### src/rtl/fetch_unit.sv
// Fetch stage: owns the program counter that addresses the instruction ROM
// and registers the returned word for the decoder. Sequences start/halt,
// honours stall, flushes the wrong-path fetch on a taken branch, and counts
// the cycles spent running.
module fetch_unit #(
    parameter int unsigned D       = 12,
    parameter logic [8:0]  HALT_OP = 9'b111111111,
    parameter int unsigned CW      = 16
) (
    input  logic          Clk,
    input  logic          Reset_n,
    input  logic          Start,
    input  logic          Stall,
    input  logic          Branch,
    input  logic [D-1:0]  Target,
    input  logic [8:0]    InstIn,
    output logic [D-1:0]  PrgCtr,
    output logic [8:0]    InstOut,
    output logic          InstValid,
    output logic          Done,
    output logic [CW-1:0] CycleCt
);

    typedef enum logic [1:0] {StIdle, StRun, StHalt} state_e;

    state_e        state_q, state_d;
    logic [D-1:0]  pc_q, pc_d;
    logic [8:0]    inst_q, inst_d;
    logic          valid_q, valid_d;
    logic          done_q, done_d;
    logic [CW-1:0] cyc_q, cyc_d;

    // State and datapath registers; reset aborts everything at once.
    always_ff @(posedge Clk or negedge Reset_n) begin
        if (!Reset_n) begin
            state_q <= StIdle;
            pc_q    <= '0;
            inst_q  <= '0;
            valid_q <= 1'b0;
            done_q  <= 1'b0;
            cyc_q   <= '0;
        end else begin
            state_q <= state_d;
            pc_q    <= pc_d;
            inst_q  <= inst_d;
            valid_q <= valid_d;
            done_q  <= done_d;
            cyc_q   <= cyc_d;
        end
    end

    // Next-state logic; everything holds unless a case below says otherwise.
    always_comb begin
        state_d = state_q;
        pc_d    = pc_q;
        inst_d  = inst_q;
        valid_d = valid_q;
        done_d  = done_q;
        cyc_d   = cyc_q;

        unique case (state_q)
            StIdle, StHalt: begin
                if (Start) begin
                    state_d = StRun;
                    pc_d    = '0;
                    valid_d = 1'b0;
                    done_d  = 1'b0;
                    cyc_d   = '0;
                end
            end
            StRun: begin
                if (Start) begin
                    // Restart: the counter restarts from zero rather than counting this edge.
                    pc_d    = '0;
                    valid_d = 1'b0;
                    done_d  = 1'b0;
                    cyc_d   = '0;
                end else begin
                    cyc_d = cyc_q + CW'(1);
                    if (Stall) begin
                        // Freeze fetch; a simultaneous branch is dropped.
                    end else if (Branch) begin
                        // Word at the current PC is wrong-path: drop it, keep old InstOut.
                        pc_d    = Target;
                        valid_d = 1'b0;
                    end else if (InstIn == HALT_OP) begin
                        state_d = StHalt;
                        done_d  = 1'b1;
                        valid_d = 1'b0;
                    end else begin
                        inst_d  = InstIn;
                        valid_d = 1'b1;
                        pc_d    = pc_q + D'(1);
                    end
                end
            end
            default: state_d = StIdle;
        endcase
    end

    assign PrgCtr    = pc_q;
    assign InstOut   = inst_q;
    assign InstValid = valid_q;
    assign Done      = done_q;
    assign CycleCt   = cyc_q;

endmodule

### config.mk
export PLATFORM = sky130hd
export DESIGN_NAME = fetch_unit
export DESIGN_NICKNAME = d
export VERILOG_FILES = /design/src/rtl/fetch_unit.sv
export SDC_FILE = /design/constraint.sdc
export NUM_CORES = 1
export LEC_CHECK = 0
export ABC_AREA = 1
export CAP_MARGIN = 20
export CORE_MARGIN = 2
export CORE_UTILIZATION = 35
export CTS_CLUSTER_SIZE = 20
export DETAILED_ROUTE_END_ITERATION = 10
export GPL_TIMING_DRIVEN = 0
export SYNTH_ARGS = -nofsm -noshare
export SYNTH_HDL_FRONTEND = slang
export SYNTH_SLANG_ARGS = --single-unit
### constraint.sdc
create_clock -name Clk -period 3 [get_ports Clk]
set_input_delay 0.45 -clock Clk [delete_from_list [all_inputs] [get_ports Clk]]
set_output_delay 0.45 -clock Clk [all_outputs]
set_load 0.05 [all_outputs]
==> reports/summary.log, run 1 <==
qor: clock_tree.ctsHoldBuffers 0
qor: sta.grt_setup_unrepaired no
qor: route.dr.first_iter.drc_count 73
qor: clock_tree.clk_root_buffer_cell sky130_fd_sc_hd__clkbuf_8
qor: synthesis.syn-mean-instance-area 7.38 um2
qor: sta.worst_clock_skew 10.6 ps
qor: run_status.outcome finished, final reports clean
qor: sta.max_slew_margin 65.3%
qor: power_and_ir_drop.power_density 544 nW/um2
qor: power_and_ir_drop.p_comb_share 35.0%
qor: floorplan.fp.coreArea 6720 um2
qor: worst_setup_path.path_delay_family buffers and inverters
qor: worst_setup_path.start_kind flop
qor: route.dr.pass1.iters 4
qor: floorplan.start_util 35.6%
qor: floorplan.die_h 86.7 um
qor: floorplan.dieArea 7510 um2
qor: clock_tree.ctsLongestPathBuffers 2
qor: route.dr_total_vias 2299
qor: floorplan.die_w 86.7 um
qor: global_routing.grt_usage 17.2%
qor: run.count_of_maximum_capacitance_violations 0
qor: synthesis.ys_async_sr_fraction 100%
qor: route.drt_wl_total 6.04 mm
qor: synthesis.synth-main-ff-cell sky130_fd_sc_hd__dfrtp_1
qor: clock_tree.clk_latency 300 ps
qor: route.remaining_drc_errors 0
qor: synthesis.synth_fp_nets 352
qor: global_routing.first_global_vias 2244
qor: worst_setup_path.crit_type flop to output port
qor: placement.half_perimeter_wire_length_after_detailed_placement 4.55 mm
qor: synthesis.postSynthCellCount 324
qor: worst_setup_path.crit_arrival 1590 ps
qor: synthesis.syn-cell-area 2390 um2
qor: global_routing.initial_antenna_violation_count 0
qor: sta.transition_time_at_the_pin_with_the_least_slew_margin 519 ps
qor: synthesis.synth_common_cells sky130_fd_sc_hd__nand2_1, sky130_fd_sc_hd__dfrtp_1, sky130_fd_sc_hd__inv_1
qor: sta.final_period_demand_of_the_worst_path 2040 ps
qor: sta.finalSetupTns 0 ps
qor: route.route.antenna.remaining_nets 0
qor: final_layout.drive_above_1_share 11.6%
qor: synthesis.yosys.cell_types.count 30
qor: power_and_ir_drop.power_frac_clock 26.9%
qor: placement.port_buffers 64
qor: power_and_ir_drop.static-leakage-power 1.46 nW
qor: final_layout.syn2layout_area_growth 36.6%
qor: worst_setup_path.critical-path-slowest-cell sky130_fd_sc_hd__clkdlybuf4s50_1
qor: sta.report.final.hold_viol_count 0
qor: final_layout.register_area 1030 um2
qor: synthesis.yosysTopAreaCell sky130_fd_sc_hd__dfrtp_1
qor: worst_setup_path.worst_path_buffer_plus_inverter_count 1
qor: global_routing.globalRoute.totalOverflow 0
qor: clock_tree.post_cts.resized_instances 0
qor: power_and_ir_drop.share_of_total_power_in_sequential_cells 38.1%
qor: worst_setup_path.path_cells clkdlybuf4s50_1
qor: final_layout.fillerInstances 659
qor: final_layout.multi_input_comb_area 1170 um2
qor: synthesis.yosysSeqAreaShare 42.9%
qor: floorplan.placementRows 30
qor: clock_tree.clock-sinks 41
qor: clock_tree.ctsHtreeMaxLevel 2
qor: clock_tree.postCtsSetupBuffers 0
qor: global_routing.grt_first_pass_wirelength 10.4 mm
qor: power_and_ir_drop.power 1.78 mW
qor: power_and_ir_drop.switching_share 38.0%
qor: power_and_ir_drop.internal-power 1.10 mW
qor: worst_setup_path.critPathRequiredTime 2550 ps
qor: power_and_ir_drop.peakVddDrop 0.194 mV
qor: placement.place.gp.congestion 0.876
qor: synthesis.post_synth_main_area_contributors sky130_fd_sc_hd__dfrtp_1, sky130_fd_sc_hd__nand2_1, sky130_fd_sc_hd__inv_1
qor: route.vias_per_cell 4.82
qor: sta.finalSetupViolations 0
qor: synthesis.synth_top_area_share 42.9%
qor: global_routing.grt_max_degree 28
qor: sta.fin_crit_sh 68.0%
qor: synthesis.yosysMostFrequentCell sky130_fd_sc_hd__nand2_1
qor: final_layout.n_antenna_cell 0
qor: clock_tree.tritoncts yes
qor: min_path.min_path_type input port to asynchronous set/reset pin
qor: synthesis.yosys_warnings 0
qor: worst_setup_path.critPathMaxStageDelay 840 ps
qor: synthesis.synth_seq_cells 41
qor: worst_setup_path.worstPathMaxFanout 6
qor: clock_tree.clk_transition_reported_paths 90 ps
qor: final_layout.fin_nets 424
qor: worst_setup_path.worst_setup_path_end_kind output port
qor: clock_tree.cts-buffers-inserted 5
qor: route.wl_per_cell 12.7 um
qor: sta.fmax 490 MHz
qor: synthesis.synth-edff-count 0
qor: floorplan.boundaryPins 65
qor: power_and_ir_drop.switching_power 0.675 mW
qor: sta.slew_viol_final 0
==> routing by layer <==
layer  vias up  track usage, %  share of wire [%]
li1       1182               -                  -
met1      1058            23.5                 48
met2        53            27.3                 46
met3         6            4.10                5.0
met4         0            4.97                1.1
met5         -               0                  0
==> per-stage QoR <==
| step | instance area, um2 | setup WS, ps | util, % | hold WS, ps | cells |
|---|---|---|---|---|---|
| after detailed placement | 3150 | 843 | 46.8 | 391 | 469 |
| after global placement | 3130 | 271 | 46.6 | 465 | 468 |
| after global routing | 3270 | 872 | 48.6 | 80.3 | 477 |
| final | 3270 | 959 | 48.6 | 61.9 | 477 |
| after floorplan | 2390 | 1280 | - | 154 | 324 |
| after CTS | 3270 | 942 | 48.6 | 67.7 | 477 |
==> cells by family after synthesis <==
| logic type | count (synthesis) | share of synthesized area (%) |
|---|---|---|
| buffers and inverters | 51 | 8.16 |
| DFF | 41 | 42.9 |
| adders and majority gates | 2 | 1.05 |
| AOI/OAI and AO/OA | 50 | 12.1 |
| xor gates and xnor gates | 2 | 0.733 |
| muxes | 1 | 0.419 |
| and+or+nand+nor | 177 | 34.6 |
==> layout by cell type, fill, tap and decap left out, drive strengths merged, types with 5 or more instances in the layout <==
cell | netlist | layout
nand2 | 106 | 106
nor2 | 29 | 29
inv | 46 | 46
nand3 | 28 | 28
clkdlybuf4s50 | 0 | 63
o21ai | 35 | 35
nor3 | 6 | 6
dfrtp | 41 | 41
a21oi | 9 | 9
buf | 3 | 5
nand4 | 5 | 5
clkbuf | 2 | 8
==> sequential cells by signal (all words and copies together) (netlist names) <==
signal	flops
CycleCt	16
Done	1
InstOut	9
InstValid	1
PrgCtr	12
state_q	2
==> final timing paths <==
kind / cells after the start / slack, ps / from / end
min in group Clk: 2 / 500 / InstValid$_DFFE_PN0P_ / InstValid$_DFFE_PN0P_
max in group asynchronous: 2 / 2450 / Reset_n / PrgCtr[10]$_DFFE_PN0P_
worst max register to register: 9 / 1370 / CycleCt[1]$_DFFE_PN0P_ / CycleCt[14]$_DFFE_PN0P_
worst min-delay path: 1 / 60 / Reset_n / PrgCtr[11]$_DFFE_PN0P_
worst min register to register: 2 / 500 / InstValid$_DFFE_PN0P_ / InstValid$_DFFE_PN0P_
worst max-delay path: 1 / 960 / CycleCt[6]$_DFFE_PN0P_ / CycleCt[6]
==> area by class of cell <==
cell class                      instances  share of cell area, %
Tap cell                               80                   3.06
Sequential cell                        41                   31.4
Inverter                               46                   5.29
Clock buffer                            6                   2.53
Timing Repair Buffer                   65                   20.1
Buffer                                  5                  0.689
Clock inverter                          2                   1.15
Multi-Input combinational cell        232                   35.8
==> power by group through the flow <==
stage / logic [mW] / clock network (mW) / registers, mW
5_1_grt: 0.672 / 0.510 / 0.687
3_5_place_dp: 0.628 / 0 / 0.685
3_3_place_gp: 0.617 / 0 / 0.686
2_1_floorplan: 0.181 / 0 / 0.901
6_report: 0.622 / 0.479 / 0.676
4_1_cts: 0.629 / 0.489 / 0.677
No activity file was read; power rests on OpenSTA's default activity.
==> run 2: changes to the inputs <==
- clock period: 3 -> 2 ns (I/O delays scaled with it)
==> reports/summary.log, run 2 (synthesis results as in run 1) <==
qor: global_routing.globalRoute.totalOverflow 0 [unchanged]
qor: worst_setup_path.start_kind flop
qor: worst_setup_path.worst_setup_path_end_kind output port
qor: worst_setup_path.r2r_cells 9 [unchanged]
qor: power_and_ir_drop.static-leakage-power 1.47 nW [+0.29%]
qor: clock_tree.clk_transition_reported_paths 80 ps [about the same]
qor: final_layout.post-route-util 48.8% [+0.15 points]
qor: worst_setup_path.worstPathMaxFanout 6 [unchanged]
qor: final_layout.fin_nets 425 [+0.24%]
qor: route.remaining_drc_errors 0 [unchanged]
qor: placement.preCtsSetupSlack -7.40 ps [-850 ps]
qor: sta.fin_crit_sh 94.5%
qor: global_routing.grt_max_degree 28 [unchanged]
qor: route.dr_total_vias 2304 [+0.22%]
qor: min_path.min_path_type input port to asynchronous set/reset pin
qor: clock_tree.tritoncts yes
qor: power_and_ir_drop.p_comb_share 35.0% [about the same]
qor: clock_tree.clock-sinks 41 [unchanged]
qor: sta.final_period_demand_of_the_worst_path 1890 ps
qor: placement.place_area 3150 um2 [unchanged]
qor: power_and_ir_drop.share_of_total_power_in_sequential_cells 38.0% [about the same]
qor: worst_setup_path.crit-reg2reg-capture CycleCt[14]$_DFFE_PN0P_
qor: placement.port_buffers 64 [unchanged]
qor: final_layout.most_common_cell_after_layout_fill_and_taps_aside sky130_fd_sc_hd__nand2_1
qor: route.drt_wl_total 6.04 mm [about the same]
qor: placement.place.gp.congestion 0.876 [unchanged]
qor: sta.finalWorstSetupSlack 110 ps [-849 ps]
qor: clock_tree.ctsHoldBuffers 1 [+1]
qor: route.dr.pass1.iters 4 [unchanged]
qor: route.route.antenna.remaining_nets 0 [unchanged]
qor: sta.transition_time_at_the_pin_with_the_least_slew_margin 518 ps [-0.327 ps]
qor: route.wl_per_cell 12.6 um [-0.19%]
qor: sta.fmax 529 MHz
qor: clock_tree.postCtsSetupBuffers 0 [unchanged]
qor: clock_tree.clk_latency 300 ps [about the same]
qor: power_and_ir_drop.power_frac_clock 27.0% [about the same]
qor: global_routing.grt_first_pass_wirelength 10.4 mm [+0.27%]
qor: floorplan.fp.coreArea 6720 um2 [unchanged]
qor: clock_tree.clk_root_buffer_cell sky130_fd_sc_hd__clkbuf_8
qor: global_routing.grt_usage 17.3% [+0.040 points]
qor: route.vias_per_cell 4.82 [about the same]
qor: run.count_of_maximum_capacitance_violations 0 [unchanged]
qor: worst_setup_path.critical_path.reg2reg.startpoint CycleCt[1]$_DFFE_PN0P_
qor: power_and_ir_drop.power 2.67 mW [+50%]
qor: global_routing.initial_antenna_violation_count 0 [unchanged]
qor: sta.holdWs 452 ps [+390 ps]
qor: sta.slew_viol_final 0 [unchanged]
qor: clock_tree.ctsHtreeMaxLevel 2 [unchanged]
qor: worst_setup_path.critPathRequiredTime 1700 ps [-850 ps]
qor: floorplan.die_w 86.7 um [unchanged]
qor: sta.finalSetupTns 0 ps [unchanged]
qor: final_layout.largest_register_ff_count 16 [unchanged]
qor: power_and_ir_drop.power_density 814 nW/um2 [+50%]
qor: final_layout.syn2layout_area_growth 37.0%
qor: clock_tree.cts-buffers-inserted 5 [unchanged]
qor: floorplan.dieArea 7510 um2 [unchanged]
qor: worst_setup_path.path_cells clkdlybuf4s50_1
qor: power_and_ir_drop.switching_power 1.01 mW [+50%]
qor: global_routing.first_global_vias 2252 [+0.36%]
qor: sta.grt_setup_unrepaired no
qor: power_and_ir_drop.switching_share 38.0% [about the same]
qor: floorplan.die_h 86.7 um [unchanged]
qor: sta.report.final.hold_viol_count 0 [unchanged]
qor: sta.finalSetupViolations 0 [unchanged]
qor: worst_setup_path.critPathMaxStageDelay 840 ps [about the same]
qor: placement.half_perimeter_wire_length_after_detailed_placement 4.55 mm [unchanged]
qor: final_layout.n_antenna_cell 0 [unchanged]
qor: final_layout.layoutNonFillerInstCount 478 [+0.21%]
qor: worst_setup_path.critical-path-slowest-cell sky130_fd_sc_hd__clkdlybuf4s50_1
qor: sta.worst_clock_skew 10.6 ps [+0.0214 ps]
qor: run_status.outcome finished, final reports clean
qor: floorplan.start_util 35.6% [unchanged]
qor: route.dr.first_iter.drc_count 70 [-4.1%]
qor: final_layout.final_area 3280 um2 [+0.31%]
qor: floorplan.placementRows 30 [unchanged]
qor: final_layout.final_cell_mix sky130_fd_sc_hd__nand2_1, sky130_fd_sc_hd__clkdlybuf4s50_1, sky130_fd_sc_hd__dfrtp_1, sky130_fd_sc_hd__inv_1, sky130_fd_sc_hd__nand3_1
qor: power_and_ir_drop.internal-power 1.65 mW [+50%]
qor: worst_setup_path.r2r_setup_slack 370 ps [-1000 ps]
qor: worst_setup_path.worst_path_buffer_plus_inverter_count 1 [unchanged]
qor: placement.placedCellCount 469 [unchanged]
qor: sta.max_slew_margin 65.3% [about the same]
qor: clock_tree.ctsLongestPathBuffers 2 [unchanged]
qor: floorplan.boundaryPins 65 [unchanged]
qor: power_and_ir_drop.peakVddDrop 0.294 mV [+51%]
qor: final_layout.drive_above_1_share 11.6% [-0.029 points]
qor: worst_setup_path.path_delay_family buffers and inverters
qor: worst_setup_path.crit_type flop to output port
qor: clock_tree.post_cts.resized_instances 0 [unchanged]
qor: worst_setup_path.crit_arrival 1590 ps [about the same]
-- run 2: how the worst max path moves through the flow --
| stage | start | to | slack (ps) | depth (start not counted) |
|---|---|---|---|---|
| floorplan | PrgCtr[0]$_DFFE_PN0P_ | PrgCtr[10]$_DFFE_PN0P_ | 280 | 8 |
| global placement | Reset_n | CycleCt[14]$_DFFE_PN0P_ | -580 | 1 |
| detailed placement | InstIn[4] | PrgCtr[5]$_DFFE_PN0P_ | -7 | 8 |
| CTS | CycleCt[6]$_DFFE_PN0P_ | CycleCt[6] | 90 | 1 |
| global route | CycleCt[5]$_DFFE_PN0P_ | CycleCt[5] | 20 | 1 |
| finish | CycleCt[11]$_DFFE_PN0P_ | CycleCt[11] | 110 | 1 |
-- run 2: area by class of cell --
class                           instances  area, um2
Clock inverter                          2       37.5
Multi-Input combinational cell        232       1170
Sequential cell                        41       1030
Clock buffer                            6       82.6
Fill cell                             658       3440
Inverter                               46        173
Timing Repair Buffer                   66        666
Buffer                                  5       22.5
Tap cell                               80        100
-- run 2: power by group through the flow --
| stage | Combinational [mW] | Sequential, mW | Clock (mW) |
|---|---|---|---|
| final | 0.934 | 1.01 | 0.719 |
| after global routing | 1.01 | 1.03 | 0.765 |
| after CTS | 0.944 | 1.02 | 0.733 |
| after detailed placement | 0.943 | 1.03 | 0 |
| after global placement | 0.926 | 1.03 | 0 |
| after floorplan | 0.271 | 1.35 | 0 |
-- run 2: metal layers --
layer / global-route usage, % / part of all wire, %
met5: 0 / 0
met1: 23.5 / 48
met2: 27.4 / 46
met4: 4.97 / 1.1
met3: 4.10 / 5.0
==> run 3: changes to the inputs <==
- SLEW_MARGIN: unset -> 20
==> results of run 3 <==
Final layout, timing and power as in run 2 (identical DEF).
